$ cat config.mk
export PLATFORM = sky130hd
export DESIGN_NAME = usb1d_tx_pa
export DESIGN_NICKNAME = d
export VERILOG_FILES = /design/src/rtl/usb1d_pkg.sv /design/src/rtl/usb1d_crc16.sv /design/src/rtl/usb1d_tx_pa.sv
export SDC_FILE = /design/constraint.sdc
export NUM_CORES = 1
export LEC_CHECK = 0
export ABC_AREA = 0
export BUFFER_PORTS_ARGS = -buffer_cell sky130_fd_sc_hd__buf_2
export CORE_MARGIN = 4
export CORE_UTILIZATION = 58
export DETAILED_ROUTE_END_ITERATION = 6
export PLACE_DENSITY = 0.79
export SYNTH_ARGS = -nofsm -noshare
export SYNTH_HDL_FRONTEND = slang
export SYNTH_SLANG_ARGS = --single-unit
$ cat constraint.sdc
create_clock -name clk -period 2.72 [get_ports clk]
set_input_delay 0.136 -clock clk [delete_from_list [all_inputs] [get_ports clk]]
set_output_delay 0.136 -clock clk [all_outputs]
set_load 0.05 [all_outputs]
$ cat src/rtl/usb1d_pkg.sv
// Shared USB1.1 device definitions: PID codes, TX assembler states and CRC16 constants.
// Used by the packet assembler and the CRC16 byte-update helper.
package usb1d_pkg;

  localparam logic [3:0] PID_ACK   = 4'b0010;
  localparam logic [3:0] PID_NAK   = 4'b1010;
  localparam logic [3:0] PID_STALL = 4'b1110;
  localparam logic [3:0] PID_NYET  = 4'b0110;
  localparam logic [3:0] PID_DATA0 = 4'b0011;
  localparam logic [3:0] PID_DATA1 = 4'b1011;
  localparam logic [3:0] PID_DATA2 = 4'b0111;
  localparam logic [3:0] PID_MDATA = 4'b1111;

  localparam logic [15:0] CRC16_INIT     = 16'hFFFF;
  localparam logic [15:0] CRC16_RESIDUAL = 16'h800D;
  localparam logic [15:0] CRC16_POLY     = 16'h8005;

  typedef enum logic [2:0] {
    S_IDLE,
    S_PID,
    S_DATA,
    S_CRC_LO,
    S_CRC_HI,
    S_GAP
  } tx_state_e;

  // On-wire PID byte carries the check nibble in the upper half.
  function automatic logic [7:0] pid_byte(input logic [3:0] pid);
    return {~pid, pid};
  endfunction

  function automatic logic [15:0] bitrev16(input logic [15:0] v);
    logic [15:0] r;
    for (int i = 0; i < 16; i++) r[i] = v[15-i];
    return r;
  endfunction

endpackage

$ cat src/rtl/usb1d_crc16.sv
// Combinational USB CRC16 update over one byte, bits consumed LSB-first.
// Zero latency; no flow control.
module usb1d_crc16
  import usb1d_pkg::*;
(
  input  logic [15:0] crc_i,
  input  logic [7:0]  data_i,
  output logic [15:0] crc_o
);

  logic [15:0] c;
  logic        fb;

  always_comb begin
    c  = crc_i;
    fb = 1'b0;
    for (int i = 0; i < 8; i++) begin
      fb = c[15] ^ data_i[i];
      c  = {c[14:0], 1'b0} ^ (fb ? CRC16_POLY : 16'h0000);
    end
    crc_o = c;
  end

endmodule

$ cat src/rtl/usb1d_tx_pa.sv
// USB1.1 device TX packet assembler: handshake and data packets onto the UTMI byte interface.
// PID appears the cycle after the request; bytes advance only on tx_valid & tx_ready and hold otherwise.
module usb1d_tx_pa
  import usb1d_pkg::*;
#(
  parameter int MAX_PAYLOAD = 64,
  parameter int TX_GAP      = 2
) (
  input  logic       clk,
  input  logic       rst,
  input  logic       send_token,
  input  logic [1:0] token_pid_sel,
  input  logic       send_data,
  input  logic [1:0] data_pid_sel,
  input  logic       send_zero_length,
  input  logic [7:0] src_data,
  input  logic       src_avail,
  input  logic       src_last,
  output logic       rd_next,
  output logic [7:0] tx_data,
  output logic       tx_valid,
  output logic       tx_first,
  output logic       tx_last,
  input  logic       tx_ready,
  output logic       tx_busy,
  output logic       tx_done,
  output logic       underrun_err,
  output logic       len_err
);

  localparam logic [9:0] MAX_CNT  = 10'(MAX_PAYLOAD);
  localparam logic [3:0] GAP_LAST = (TX_GAP == 0) ? 4'd0 : 4'(TX_GAP - 1);
  localparam tx_state_e  POST_PKT = (TX_GAP == 0) ? S_IDLE : S_GAP;

  tx_state_e   state_q, state_d;
  logic [7:0]  tx_data_q, tx_data_d;
  logic        valid_q, valid_d, first_q, first_d, last_q, last_d;
  logic        busy_q, busy_d, done_q, done_d, under_q, under_d, len_q, len_d;
  logic [15:0] crc_q, crc_d, crc_upd, crc_tx;
  logic [9:0]  cnt_q, cnt_d;
  logic [3:0]  gap_q, gap_d;
  logic        src_last_q, src_last_d, is_data_q, is_data_d, zlen_q, zlen_d;
  logic        accept, pkt_end, pop;
  logic [3:0]  tok_pid, dat_pid;

  usb1d_crc16 u_crc16 (
    .crc_i  (crc_q),
    .data_i (src_data),
    .crc_o  (crc_upd)
  );

  always_comb begin
    unique case (token_pid_sel)
      2'd0:    tok_pid = PID_ACK;
      2'd1:    tok_pid = PID_NAK;
      2'd2:    tok_pid = PID_STALL;
      default: tok_pid = PID_NYET;
    endcase
    unique case (data_pid_sel)
      2'd0:    dat_pid = PID_DATA0;
      2'd1:    dat_pid = PID_DATA1;
      2'd2:    dat_pid = PID_DATA2;
      default: dat_pid = PID_MDATA;
    endcase
  end

  always_comb begin
    state_d    = state_q;
    tx_data_d  = tx_data_q;
    valid_d    = valid_q;
    first_d    = first_q;
    last_d     = last_q;
    done_d     = 1'b0;
    under_d    = 1'b0;
    len_d      = 1'b0;
    crc_d      = crc_q;
    cnt_d      = cnt_q;
    gap_d      = gap_q;
    src_last_d = src_last_q;
    is_data_d  = is_data_q;
    zlen_d     = zlen_q;
    rd_next    = 1'b0;
    pop        = 1'b0;
    accept     = valid_q & tx_ready;
    pkt_end    = src_last_q | (cnt_q == MAX_CNT);
    crc_tx     = ~bitrev16(crc_q);

    unique case (state_q)
      S_IDLE: begin
        if (send_token) begin
          tx_data_d = pid_byte(tok_pid);
          valid_d   = 1'b1;
          first_d   = 1'b1;
          last_d    = 1'b1;
          is_data_d = 1'b0;
          state_d   = S_PID;
        end else if (send_data) begin
          tx_data_d = pid_byte(dat_pid);
          valid_d   = 1'b1;
          first_d   = 1'b1;
          last_d    = 1'b0;
          is_data_d = 1'b1;
          zlen_d    = send_zero_length;
          crc_d     = CRC16_INIT;
          cnt_d     = 10'd0;
          state_d   = S_PID;
        end
      end
      S_PID: begin
        if (accept) begin
          first_d = 1'b0;
          if (!is_data_q) begin
            valid_d = 1'b0;
            last_d  = 1'b0;
            done_d  = 1'b1;
            gap_d   = 4'd0;
            state_d = POST_PKT;
          end else if (zlen_q) begin
            tx_data_d = crc_tx[7:0];
            state_d   = S_CRC_LO;
          end else begin
            pop = 1'b1;
          end
        end
      end
      S_DATA: begin
        if (accept) begin
          if (pkt_end) begin
            len_d     = ~src_last_q;
            tx_data_d = crc_tx[7:0];
            state_d   = S_CRC_LO;
          end else begin
            pop = 1'b1;
          end
        end
      end
      S_CRC_LO: begin
        if (accept) begin
          tx_data_d = crc_tx[15:8];
          last_d    = 1'b1;
          state_d   = S_CRC_HI;
        end
      end
      S_CRC_HI: begin
        if (accept) begin
          valid_d = 1'b0;
          last_d  = 1'b0;
          done_d  = 1'b1;
          gap_d   = 4'd0;
          state_d = POST_PKT;
        end
      end
      S_GAP: begin
        if (gap_q == GAP_LAST) begin
          gap_d   = 4'd0;
          state_d = S_IDLE;
        end else begin
          gap_d = gap_q + 4'd1;
        end
      end
      default: state_d = S_IDLE;
    endcase

    // Fetch the next payload byte, or abort the packet without CRC if the source ran dry.
    if (pop) begin
      if (src_avail) begin
        rd_next    = 1'b1;
        tx_data_d  = src_data;
        crc_d      = crc_upd;
        cnt_d      = (cnt_q == MAX_CNT) ? cnt_q : cnt_q + 10'd1;
        src_last_d = src_last;
        state_d    = S_DATA;
      end else begin
        under_d = 1'b1;
        valid_d = 1'b0;
        gap_d   = 4'd0;
        state_d = POST_PKT;
      end
    end

    busy_d = (state_d != S_IDLE);
  end

  always_ff @(posedge clk) begin
    if (rst) begin
      state_q    <= S_IDLE;
      tx_data_q  <= 8'h00;
      valid_q    <= 1'b0;
      first_q    <= 1'b0;
      last_q     <= 1'b0;
      busy_q     <= 1'b0;
      done_q     <= 1'b0;
      under_q    <= 1'b0;
      len_q      <= 1'b0;
      crc_q      <= CRC16_INIT;
      cnt_q      <= 10'd0;
      gap_q      <= 4'd0;
      src_last_q <= 1'b0;
      is_data_q  <= 1'b0;
      zlen_q     <= 1'b0;
    end else begin
      state_q    <= state_d;
      tx_data_q  <= tx_data_d;
      valid_q    <= valid_d;
      first_q    <= first_d;
      last_q     <= last_d;
      busy_q     <= busy_d;
      done_q     <= done_d;
      under_q    <= under_d;
      len_q      <= len_d;
      crc_q      <= crc_d;
      cnt_q      <= cnt_d;
      gap_q      <= gap_d;
      src_last_q <= src_last_d;
      is_data_q  <= is_data_d;
      zlen_q     <= zlen_d;
    end
  end

  assign tx_data      = tx_data_q;
  assign tx_valid     = valid_q;
  assign tx_first     = first_q;
  assign tx_last      = last_q;
  assign tx_busy      = busy_q;
  assign tx_done      = done_q;
  assign underrun_err = under_q;
  assign len_err      = len_q;

endmodule
# == Yosys cells after proc, flatten, opt, wreduce, memory -nomap -nowiden ==
# Cells that the tools add are included.
# word_totals
register_bits,51
in_bits,20
out_inout_bits,16
wordCells,159
# op_classes
addsub,2
n_eq_ne,17
n_mux,84
bitwise,27
reduce_logical,14
# ops
operator,count
two-way mux 16 bit,13
XOR 16 bit,8
two-way mux 8 bit,10
two-way mux 10 bit,6
two-way mux 3 bit,12
case mux 4 bit (3 select lines),3
case mux 8 bit (4 select lines),1
two-way mux 1 bit,27
two-way mux 4 bit,6
case mux 3 bit (6 select lines),1
inverter 16 bit,1
"adder 10 x 1 -> 10 bit, second input constant",1
"equality test 10 x 7 -> 1 bit, second input constant",1
"inequality test 2 bit, second input constant",4
inverter 4 bit,2
XOR 1 bit,8
"equality test 3 x 2 -> 1 bit, second input constant",2
"equality test 3 bit, second input constant",2
"inequality test 3 bit, second input constant",2
inverter 1 bit,6
case mux 1 bit (2 select lines),3
AND reduction 3 bit,2
AND reduction 6 bit,1
"adder 4 x 1 -> 4 bit, second input constant",1
16 further kinds,21

# == Logic depth before layout (Yosys ltp) ==
# Gate-level depths: netlist of the first run.
# logic_depth
ltp_word,26
mapped_depth,9

# == By module ==
# Synthesis of the first run repeated with hierarchy kept, for this count alone.
# unflattened
hier_cells,390
area_unflattened_um2,3254.4
# modules_own_cells
module,instances,cells_per_inst,area_per_inst_um2,seq_area_each_um2
usb1d_tx_pa,1,360,2937.8,1021.0
usb1d_crc16,1,30,316.6,0.0

# == Least setup slack after synthesis of the first run ==
# Ideal clock, no wire load.
# synth_path
path_kind,flip-flop to flip-flop
start,"reg valid_q, in the netlist tx_valid"
end,reg cnt_q[5]
setup_ns,0.070
t_arrival_ns,2.226
required_time_ns,2.650
path_slack_ns,0.423
stages_incl_launch_ff,6
n_path_buf,0
cell_sequence,dfxtp_1 -> nand2_1 -> a2111oi_4 -> o211ai_2 -> or4_1 -> a21oi_1
# synth_between
elab_chain_cells,4
# synth_lines
element,line_no,source
from (decl),usb1d_tx_pa.sv:37,"logic valid_q, valid_d, first_q, first_d, last_q, last_d;"
from (signal assigned),usb1d_tx_pa.sv:204,valid_q <= valid_d;
bitwise AND 1 bit *,usb1d_tx_pa.sv:84,accept = valid_q & tx_ready;
two-way mux 1 bit (on tied branches),"usb1d_tx_pa.sv:127, usb1d_tx_pa.sv:110",
case mux 1 bit (2 select lines) *,usb1d_tx_pa.sv:88,unique case (state_q)
inequality test 3 bit (no line) or two-way mux 10 bit (tied branches),--,
to (signal assigned),usb1d_tx_pa.sv:212,cnt_q <= cnt_d;
to (decl),usb1d_tx_pa.sv:40,"logic [9:0] cnt_q, cnt_d;"
# Every way passes the cells marked *; elsewhere a longest branch is shown, timed or not.
# A chain may end at the register's enable or synchronous reset.

# == Final worst setup path of the first run ==
# layout_path
start,reg cnt_q[0]
end,out rd_next
# layout_between
elab_chain_cells,6
# layout_lines
element,line_no,source
equality test 10 x 7 -> 1 bit,usb1d_tx_pa.sv:85,pkt_end = src_last_q | (cnt_q == MAX_CNT);
bitwise OR 1 bit,usb1d_tx_pa.sv:85,
two-way mux 1 bit,usb1d_tx_pa.sv:128,if (pkt_end) begin
two-way mux 1 bit,usb1d_tx_pa.sv:127,if (accept) begin
case mux 1 bit (2 select lines),usb1d_tx_pa.sv:88,
two-way mux 1 bit,usb1d_tx_pa.sv:165,if (pop) begin
to (decl),usb1d_tx_pa.sv:19,"output logic rd_next,"
# Every way passes these cells.

==> results of run 1 <==
metrics by stage:
stage	std cells	hold slack [ps]
2_1_floorplan	370	272.0
3_3_place_gp	461	383.5
3_5_place_dp	461	387.1
4_1_cts	469	51.45
5_1_grt	469	61.57
6_report	469	52.95
final timing paths:
check | start | to | slack [ps]
hold / removal | src_last | src_last_q$_SDFFE_PP0P_ | 50
setup reg to reg | cnt_q[0]$_SDFFE_PP0P_ | tx_data[0]$_SDFF_PP0_ | 480
hold reg to reg | cnt_q[9]$_SDFFE_PP0P_ | cnt_q[9]$_SDFFE_PP0P_ | 480
setup / recovery | cnt_q[0]$_SDFFE_PP0P_ | rd_next | 340
worst max-delay path: cells and delay by family (launching register included):
| family | cells | cell delay [ps] |
|---|---|---|
| adder cells (fa/ha/maj) | 1 | 200 |
| flip-flops | 1 | 400 |
| buffers and inverters | 3 | 700 |
| AO/OA/AOI/OAI | 2 | 440 |
| AND/OR/NAND/NOR | 1 | 190 |
layer usage:
metal  part of all wire [%]  global-route usage [%]  vias to the layer above
li1                       -                       -                     1392
met1                     47                   33.54                     1283
met2                     45                   38.16                       90
met3                    6.8                   4.372                        8
met4                    1.3                   7.432                        0
met5                      0                       0                        -
registers in the layout (all words and copies together) (netlist names), 3 cells and up:
signal   flops
tx_data      8
cnt_q       10
state_q      3
crc_q       16
gap_q        4
synthesized netlist by cell type (all sizes together), types with 2 or more instances:
library cell / count / area, µm²
xnor3: 3 / 67.56
or3b: 3 / 26.28
nor2: 46 / 172.7
nand3: 13 / 65.06
o21ai: 10 / 57.56
nor3: 15 / 75.07
dfxtp: 51 / 1021
nor2b: 9 / 56.30
o211ai: 8 / 65.06
and3: 3 / 18.77
nand2b: 8 / 50.05
a22oi: 4 / 30.03
nand2: 30 / 112.6
nand4: 3 / 18.77
a31oi: 2 / 12.51
a21o: 2 / 15.01
o22ai: 2 / 12.51
a2111oi: 3 / 45.05
o31ai: 3 / 22.52
a21oi: 22 / 110.1
xor2: 4 / 35.03
a311oi: 4 / 35.03
nor4: 2 / 12.51
nand4bb: 2 / 38.79
o311ai: 3 / 26.28
a211oi: 13 / 97.59
xnor2: 14 / 122.6
ha: 6 / 75.07
or3: 6 / 37.54
or2: 3 / 18.77
buf: 9 / 58.80
inv: 19 / 71.31
o21bai: 14 / 105.1
clkbuf: 11 / 41.29
mux2i: 4 / 40.04
a41oi: 2 / 17.52
power by group:
| group | internal (mW) | switching, mW | total [mW] |
|---|---|---|---|
| clock network | 0.177 | 0.252 | 0.429 |
| registers | 0.771 | 0.0278 | 0.799 |
| logic | 0.129 | 0.210 | 0.339 |
cells in the final DEF (no fill, tap or decap), types with 9 or more instances in the layout:
cell	synthesis	routed
a211oi_1	13	13
dfxtp_1	51	51
buf_2	5	35
nor2_1	46	46
nand3_1	13	13
nor2b_1	9	9
xnor2_1	14	14
a21oi_1	22	22
buf_4	1	9
inv_1	18	18
o21bai_1	14	14
nor3_1	15	15
nand2_1	30	30
cell families after synthesis:
family,count (synthesis),synth area share [%]
and+or+nand+nor,146,24.12
DFF,51,33.87
adders and majority gates,6,2.491
AOI/OAI and AO/OA,102,24.66
buffers and inverters,39,5.687
xor gates and xnor gates,21,7.472
muxes,5,1.702
cell type report:
class | instances | area (µm²) | area share, %
Tap cell | 67 | 83.83 | 2.522
Sequential cell | 51 | 1021 | 30.71
Timing Repair Buffer | 44 | 242.7 | 7.301
Clock buffer | 5 | 68.82 | 2.070
Multi-Input combinational cell | 280 | 1822 | 54.80
Inverter | 19 | 71.32 | 2.145
Clock inverter | 3 | 15.01 | 0.4516
==> impl_results.md, run 1 <==
* Status: finished, final reports clean
* Drt first-iter violations at ~210
* RSZ-0062 raised after global routing: false
* Post-synth EDFFs at 0
* Post-layout util at 68.13%
* Setup CP Type: reg2out
* Tcrit/Tclk final at 87.34%
* Postcts setup bufs at 0
* Period minus WS final at 2376 ps
* Avg Vias per Cell at 5.913
* Vias in the first global route at 2,555
* Slew headroom at 37.75%
* Post-CTS sizing at 0
* Total gr overflow at 0
* Core Area at 0.004880 mm²
* Largest net degree at the start of global routing at 42
* CTS tree: yes
* Fin worst setup slack at 344.3 ps
* Final ANT Viol Nets at 0
* Tot Pwr at 1.566 mW
* # clock sinks at 51
* Cell Chain, Critical Path: inv_1 > ha_1 > nand4bb_1 > o31a_1 > o21ai_2 > inv_2 > buf_2
* Max-Cap Viols at 0
* Wirelength per Cell at around 16 µm
* Req. time, crit path at 2580 ps
* P&R area growth vs syn at 10.29%
* Initial Utilization at 61.77%
* Row count at 25
* Vias after detailed routing at approximately 2,800
* Critical path launch point type: register
* Hold Path Cell Cnt at 3
* IO buf count at 35
* Placer's final routability congestion estimate at 0.8832
* Cells after synthesis at between 300 and 400
* Hold_buf cts at 0
* Worst skew pair latency at about 310 ps
* Initial antenna violation count at 0
* Synthesized cell area at 0.003014 mm²
* Least-Margin Pin Slew at 919.2 ps
* Pre-CTS WS at 494.3 ps
* Crit Path Max Fanout at 20
* F_max at about 420 MHz
* Synth Flop Type: dfxtp_1
* Post-synthesis async set-or-reset flop share at 0%
* Worst vdd ir at 0.0002872 V
* Worst Path Arrival at 2240 ps
* #FFs+latches synth at 51
* Avg Inst Size Synth at 8.146 µm²
* CP max stage delay at 400 ps
* Fin area at 0.003324 mm²
* First-pass GRT wire length at 12.21 mm
* TritonRoute pass-1 iters at 4
* H-tree levels at 2
* Cell Area, Placed at 0.003241 mm²
* Chip width at about 80 µm
* Nets@finish at 427
* Clock transition at path regs at 100 ps
* Share of cells above drive strength 1 at 16.17%
* Number of setup violations in the final report at 0
* Slowest CP cell: dfxtp_1
* Fillers at 452
* Root buffer cell: clkbuf_8
* HP Class: in2reg
* Pwr dens at 471.2 mW/mm²
* Clock buffer depth at 2
* Ys Warns at 0
* I/O pin cnt at 36
* Reg2Reg Depth at 8
* Final hold vios at 0
* Setup TNS Final at 0 ps
* TritonCTS Buffers at 5
* Die Y at about 80 µm
* Kind of end point of the critical path: output port
* Register area share after synthesis at 33.87%
* Routed wire length at between 7 and 8 mm
* Tot GR Track Use at 24.20%
* HPWL after DPL at 5.263 mm
* Distinct cells, synth at between 50 and 60
* Max Slew Vio Count at 0
* Post-Syn Nets at 396
* DRC violations left at 0
* Clk_skew at ~10 ps
* Static Leakage at around 1.4 nW
* N_diodes at 0
* Die footprint at 0.006414 mm²
No activity file was read; power rests on OpenSTA's default activity.
==> inputs of run 2 (changes only) <==
Settings changed: CORE_MARGIN 4 to not set.
==> impl_results.md, run 2 (same netlist as run 1, synthesis figures left out) <==
* Worst vdd ir at 0.0002590 V
* TritonRoute pass-1 iters at 4
* Vias after detailed routing at 2,761
* Clock transition at path regs at about 90 ps
* RR Startpoint: state_q[1]$_SDFF_PP0_
* Final hold vios at 0
* Root buffer cell: clkbuf_8
* Max Slew Vio Count at 0
* CTS tree: yes
* Postcts setup bufs at 0
* Period minus WS final at 2447 ps
* Total gr overflow at 0
* # clock sinks at 51
* Wirelength per Cell at 14.96 µm
* Most frequent cells in the layout: dfxtp_1 (51), nor2_1 (46), buf_2 (35), nand2_1 (30), a21oi_1 (22)
* Req. time, crit path at 2580 ps
* TritonCTS Buffers at 5
* First-pass GRT wire length at 11.85 mm
* Vias in the first global route at 2,551
* HPWL after DPL at 5.059 mm
* Max reg flops at 16
* HP Class: in2reg
* Max-Cap Viols at 0
* Drt first-iter violations at 281
* IO buf count at 35
* Kind of end point of the critical path: output port
* Initial antenna violation count at 0
* Reg2Reg Depth at 7
* Status: finished, final reports clean
* Worst Path Arrival at ~2300 ps
* Tcrit/Tclk final at 89.95%
* Tot GR Track Use at 27.80%
* H-tree levels at 2
* Placer's final routability congestion estimate at just over 0.9
* Row count at 25
* Core Area at between 0.004 and 0.005 mm²
* Clock buffer depth at 2
* Die Y at 74.09 µm
* CP startpoint: state_q[1]$_SDFF_PP0_
* Setup TNS Final at 0 ps
* Hold_sp: src_last
* Share of cells above drive strength 1 at between 10% and 20%
* N_diodes at 0
* Post-CTS sizing at 0
* F_max at roughly 410 MHz
* I/O pin cnt at 36
* Avg Vias per Cell at around 5.9
* Static Leakage at 1.406 nW
* DRC violations left at 0
* P&R area growth vs syn at 10.59%
* Setup CP Type: reg2out
* Pwr dens at about 480 mW/mm²
* Clk_skew at 5.675 ps
* Number of setup violations in the final report at 0
* Nets@finish at between 400 and 500
* Most common cell after layout, fill and taps aside: dfxtp_1
* RSZ-0062 raised after global routing: false
* Top reg by flops: crc_q
* Die footprint at around 0.0055 mm²
* Chip width at 74.09 µm
* Least-Margin Pin Slew at ~960 ps
* Initial Utilization at between 60 and 70%
* Slew headroom at between 30% and 40%
* Tot Pwr at 1.614 mW
* Routed wire length at about 7 mm
* Crit Path Max Fanout at 19
* Hold_buf cts at 0
* Critical path launch point type: register
* Hold Path Cell Cnt at 3
* Final ANT Viol Nets at 0
* Largest net degree at the start of global routing at 42
* Worst skew pair latency at roughly 300 ps
==> run 2: worst max-delay path, stage by stage, from the launching register on <==
cell	delay, ps
dfxtp_1	540
nand2b_1	280
a2111oi_4	440
o21ai_2	120
inv_2	280
buf_2	330
==> run 2: path summary, 6_finish.rpt <==
check	slack [ps]	endpoint
setup / recovery	270	rd_next
hold / removal	60	src_last_q$_SDFFE_PP0P_
setup reg to reg	440	tx_data[7]$_SDFF_PP0_
hold reg to reg	480	tx_data[2]$_SDFF_PP0_
==> run 2: cell type report <==
cell class	count	area, µm²
timing repair buffer	43	235.2
fill	436	1515
multi-input combinational	280	1822
tap	67	83.83
sequential	51	1021
clock buffer	8	100.1
inverter	19	71.32
==> run 2: power breakdown <==
part	leakage (nW)	total (mW)	internal, mW	switching (mW)
logic	0.940	0.333	0.126	0.208
registers	0.415	0.799	0.771	0.0278
clock network	0.0515	0.482	0.233	0.249
==> run 2: per-layer routing <==
layer,global-route usage (%),vias to the layer above,routed length (µm),share of wire (%)
met2,44.34,75,3312,47
met5,0,-,0,0
met4,7.692,0,53,0.76
li1,-,1392,-,-
met3,4.472,7,318,4.5
met1,38.99,1287,3318,47
==> run 2: through the flow <==
| step | utilization [%] | instances | area (µm²) | worst slack [ps] | hold slack (ps) |
|---|---|---|---|---|---|
| 3_5_place_dp | 66.68 | 460 | 3233 | 504.9 | 386.8 |
| 3_3_place_gp | 66.68 | 460 | 3233 | 580.6 | 384.0 |
| 2_1_floorplan | - | 370 | 3014 | 423.4 | 272.0 |
| 5_1_grt | 68.75 | 468 | 3333 | 135.9 | 72.80 |
| 6_report | 68.75 | 468 | 3333 | 273.3 | 62.75 |
| 4_1_cts | 68.75 | 468 | 3333 | 298.9 | 60.73 |
==> inputs of run 3 (changes only) <==
Settings changed: CELL_PAD_IN_SITES_DETAIL_PLACEMENT set to 2, CELL_PAD_IN_SITES_GLOBAL_PLACEMENT set to 2, CORE_UTILIZATION 58 to 35, PLACE_DENSITY 0.79 to 0.8.
==> impl_results.md, run 3 (same netlist as run 1, synthesis figures left out) <==
* Status: finished, final reports clean
* IO buf count at 35
* Nets@finish at 431
* Tot Pwr at 1.636 mW
* Max-Cap Viols at 0
* Post-layout util at roughly two fifths
* Clk pwr share at between 20% and 30%
* Setup CP Type: reg2out
* Post-CTS sizing at 0
* # clock sinks at 51
* Avg Vias per Cell at 5.726
* Share of cells above drive strength 1 at approximately 17%
* F_max at 398.6 MHz
* HPWL after DPL at approximately 7.4 mm
* Cell Chain, Critical Path: buf_4 > nand2b_1 > a2111oi_4 > o21ai_2 > inv_4 > buf_4 > buf_2
* CP delay by family, top: buffers and inverters
* Postcts setup bufs at 0
* Vias after detailed routing at 2,926
* Req. time, crit path at 2580 ps
* First-pass GRT wire length at 16.33 mm
* Period minus WS final at 2509 ps
* Reg2Reg Depth at 8
* Clk_skew at roughly 15 ps
* Initial Utilization at 36.50%
* Switching power at roughly 0.55 mW
* Slowest CP cell: a2111oi_4
* H-tree levels at 2
* Die Y at 94.80 µm
* Reg-to-Reg End: cnt_q[9]$_SDFFE_PP0P_
* Worst skew pair latency at around 320 ps
* Tcrit/Tclk final at 92.23%
* CP startpoint: state_q[1]$_SDFF_PP0_
* HP Class: in2reg
* DRC violations left at 0
* Logic gate share of total power at 22.5%
* Most frequent cells in the layout: dfxtp_1 (51), nor2_1 (46), buf_2 (35), nand2_1 (30), a21oi_1 (22)
* Pwr dens at between 400 and 500 mW/mm²
* Worst vdd ir at a little over 0.0002 V
* CP max stage delay at 460 ps
* Row count at 33
* Max Slew Vio Count at 0
* RSZ-0062 raised after global routing: false
* Setup crit end: rd_next
* P&R area growth vs syn at 13.12%
* N_diodes at 0
* RR Startpoint: cnt_q[0]$_SDFFE_PP0P_
* Total gr overflow at 0
* Slew headroom at around 37%
* CTS tree: yes
* Chip width at 94.80 µm
* Drt first-iter violations at 65
* Reg power frac at about 49%
* Worst Path Arrival at 2370 ps
* Vias in the first global route at 3,061
* Root buffer cell: clkbuf_8
* Critical path launch point type: register
* TritonRoute pass-1 iters at 4
* Static Leakage at ~1.4 nW
* Max reg flops at 16
* Routed wire length at 10.19 mm
* I/O pin cnt at 36
* Largest net degree at the start of global routing at 42
* Wirelength per Cell at 19.94 µm
* WP depth at 7
* Number of setup violations in the final report at 0
* Core Area at roughly 0.0083 mm²
* Clock buffer depth at 2
* Initial antenna violation count at 0
* Crit Path Max Fanout at 17
* Hold_buf cts at 0
* Critical Path Most Common Cell: buf_4
* Clock transition at path regs at about 110 ps
* P_int at approximately 1.1 mW
* TritonCTS Buffers at 5
* Most common cell after layout, fill and taps aside: dfxtp_1
* Final hold vios at 0
* Least-Margin Pin Slew at 932.9 ps
* Final ANT Viol Nets at 0
* Tot GR Track Use at 24.10%
* Placer's final routability congestion estimate at 0.7684
* Setup TNS Final at 0 ps
* Die footprint at 0.008987 mm²
* Top reg by flops: crc_q
* Crit path buf inv count at 4
* Switch share at 33.51%
* R2R setup slack at 310 ps
* Kind of end point of the critical path: output port
-- run 3: cell count changes in the layout (fill, tap and decap cells not counted), sizes merged --
cell | previous run | this run
clkbuf | 8 | 6
clkinvlp | 0 | 1
inv | 19 | 20
buf | 43 | 48
-- run 3: tightest hold or removal path: cells and delay by family --
family / cells / cell delay, ps
compound gates: 1 / 50
buf+inv: 1 / 110
simple gates: 1 / 50
-- run 3: worst min-delay path by stage --
| stage | startpoint | end | slack (ps) | cells after the start |
|---|---|---|---|---|
| after global routing | send_zero_length | zlen_q$_SDFFE_PP0P_ | 60 | 3 |
| final | send_zero_length | zlen_q$_SDFFE_PP0P_ | 70 | 3 |
| after detailed placement | send_zero_length | zlen_q$_SDFFE_PP0P_ | 410 | 3 |
| after global placement | send_zero_length | zlen_q$_SDFFE_PP0P_ | 400 | 3 |
| after CTS | send_zero_length | zlen_q$_SDFFE_PP0P_ | 60 | 3 |
| after floorplan | send_zero_length | zlen_q$_SDFFE_PP0P_ | 270 | 2 |
-- run 3: final cells by class --
| type | count | area [µm²] |
|---|---|---|
| clock inverters | 2 | 16.27 |
| clock buffers | 6 | 72.57 |
| flip-flops and latches | 51 | 1021 |
| inverters | 19 | 73.82 |
| well taps | 105 | 131.4 |
| fillers | 981 | 4848 |
| multi-input cells | 280 | 1822 |
| repair buffers | 48 | 272.8 |
-- run 3: power by group through the flow --
stage / logic [mW] / clock network (mW) / registers (mW)
after CTS: 0.368 / 0.481 / 0.799
after global placement: 0.351 / 0 / 0.814
after global routing: 0.397 / 0.514 / 0.803
after detailed placement: 0.365 / 0 / 0.815
final: 0.368 / 0.468 / 0.800
after floorplan: 0.186 / 0 / 0.872
-- run 3: per-layer routing --
metal / vias up / wire (µm) / track usage, %
li1: 1390 / - / -
met1: 1464 / 4730 / 30.94
met2: 54 / 4969 / 41.49
met3: 18 / 263 / 3.140
met4: 0 / 227 / 7.828
met5: - / 0 / 0
-- run 3: per-stage QoR --
stage | instances | setup WS [ps] | area (µm²) | hold WS [ps]
after global placement | 503 | 492.7 | 3318 | 396.9
final | 511 | 211.3 | 3410 | 68.23
after CTS | 511 | 102.6 | 3407 | 58.43
after detailed placement | 503 | 433.3 | 3318 | 406.3
after floorplan | 370 | 423.4 | 3014 | 272.0
after global routing | 511 | 75.64 | 3410 | 63.52
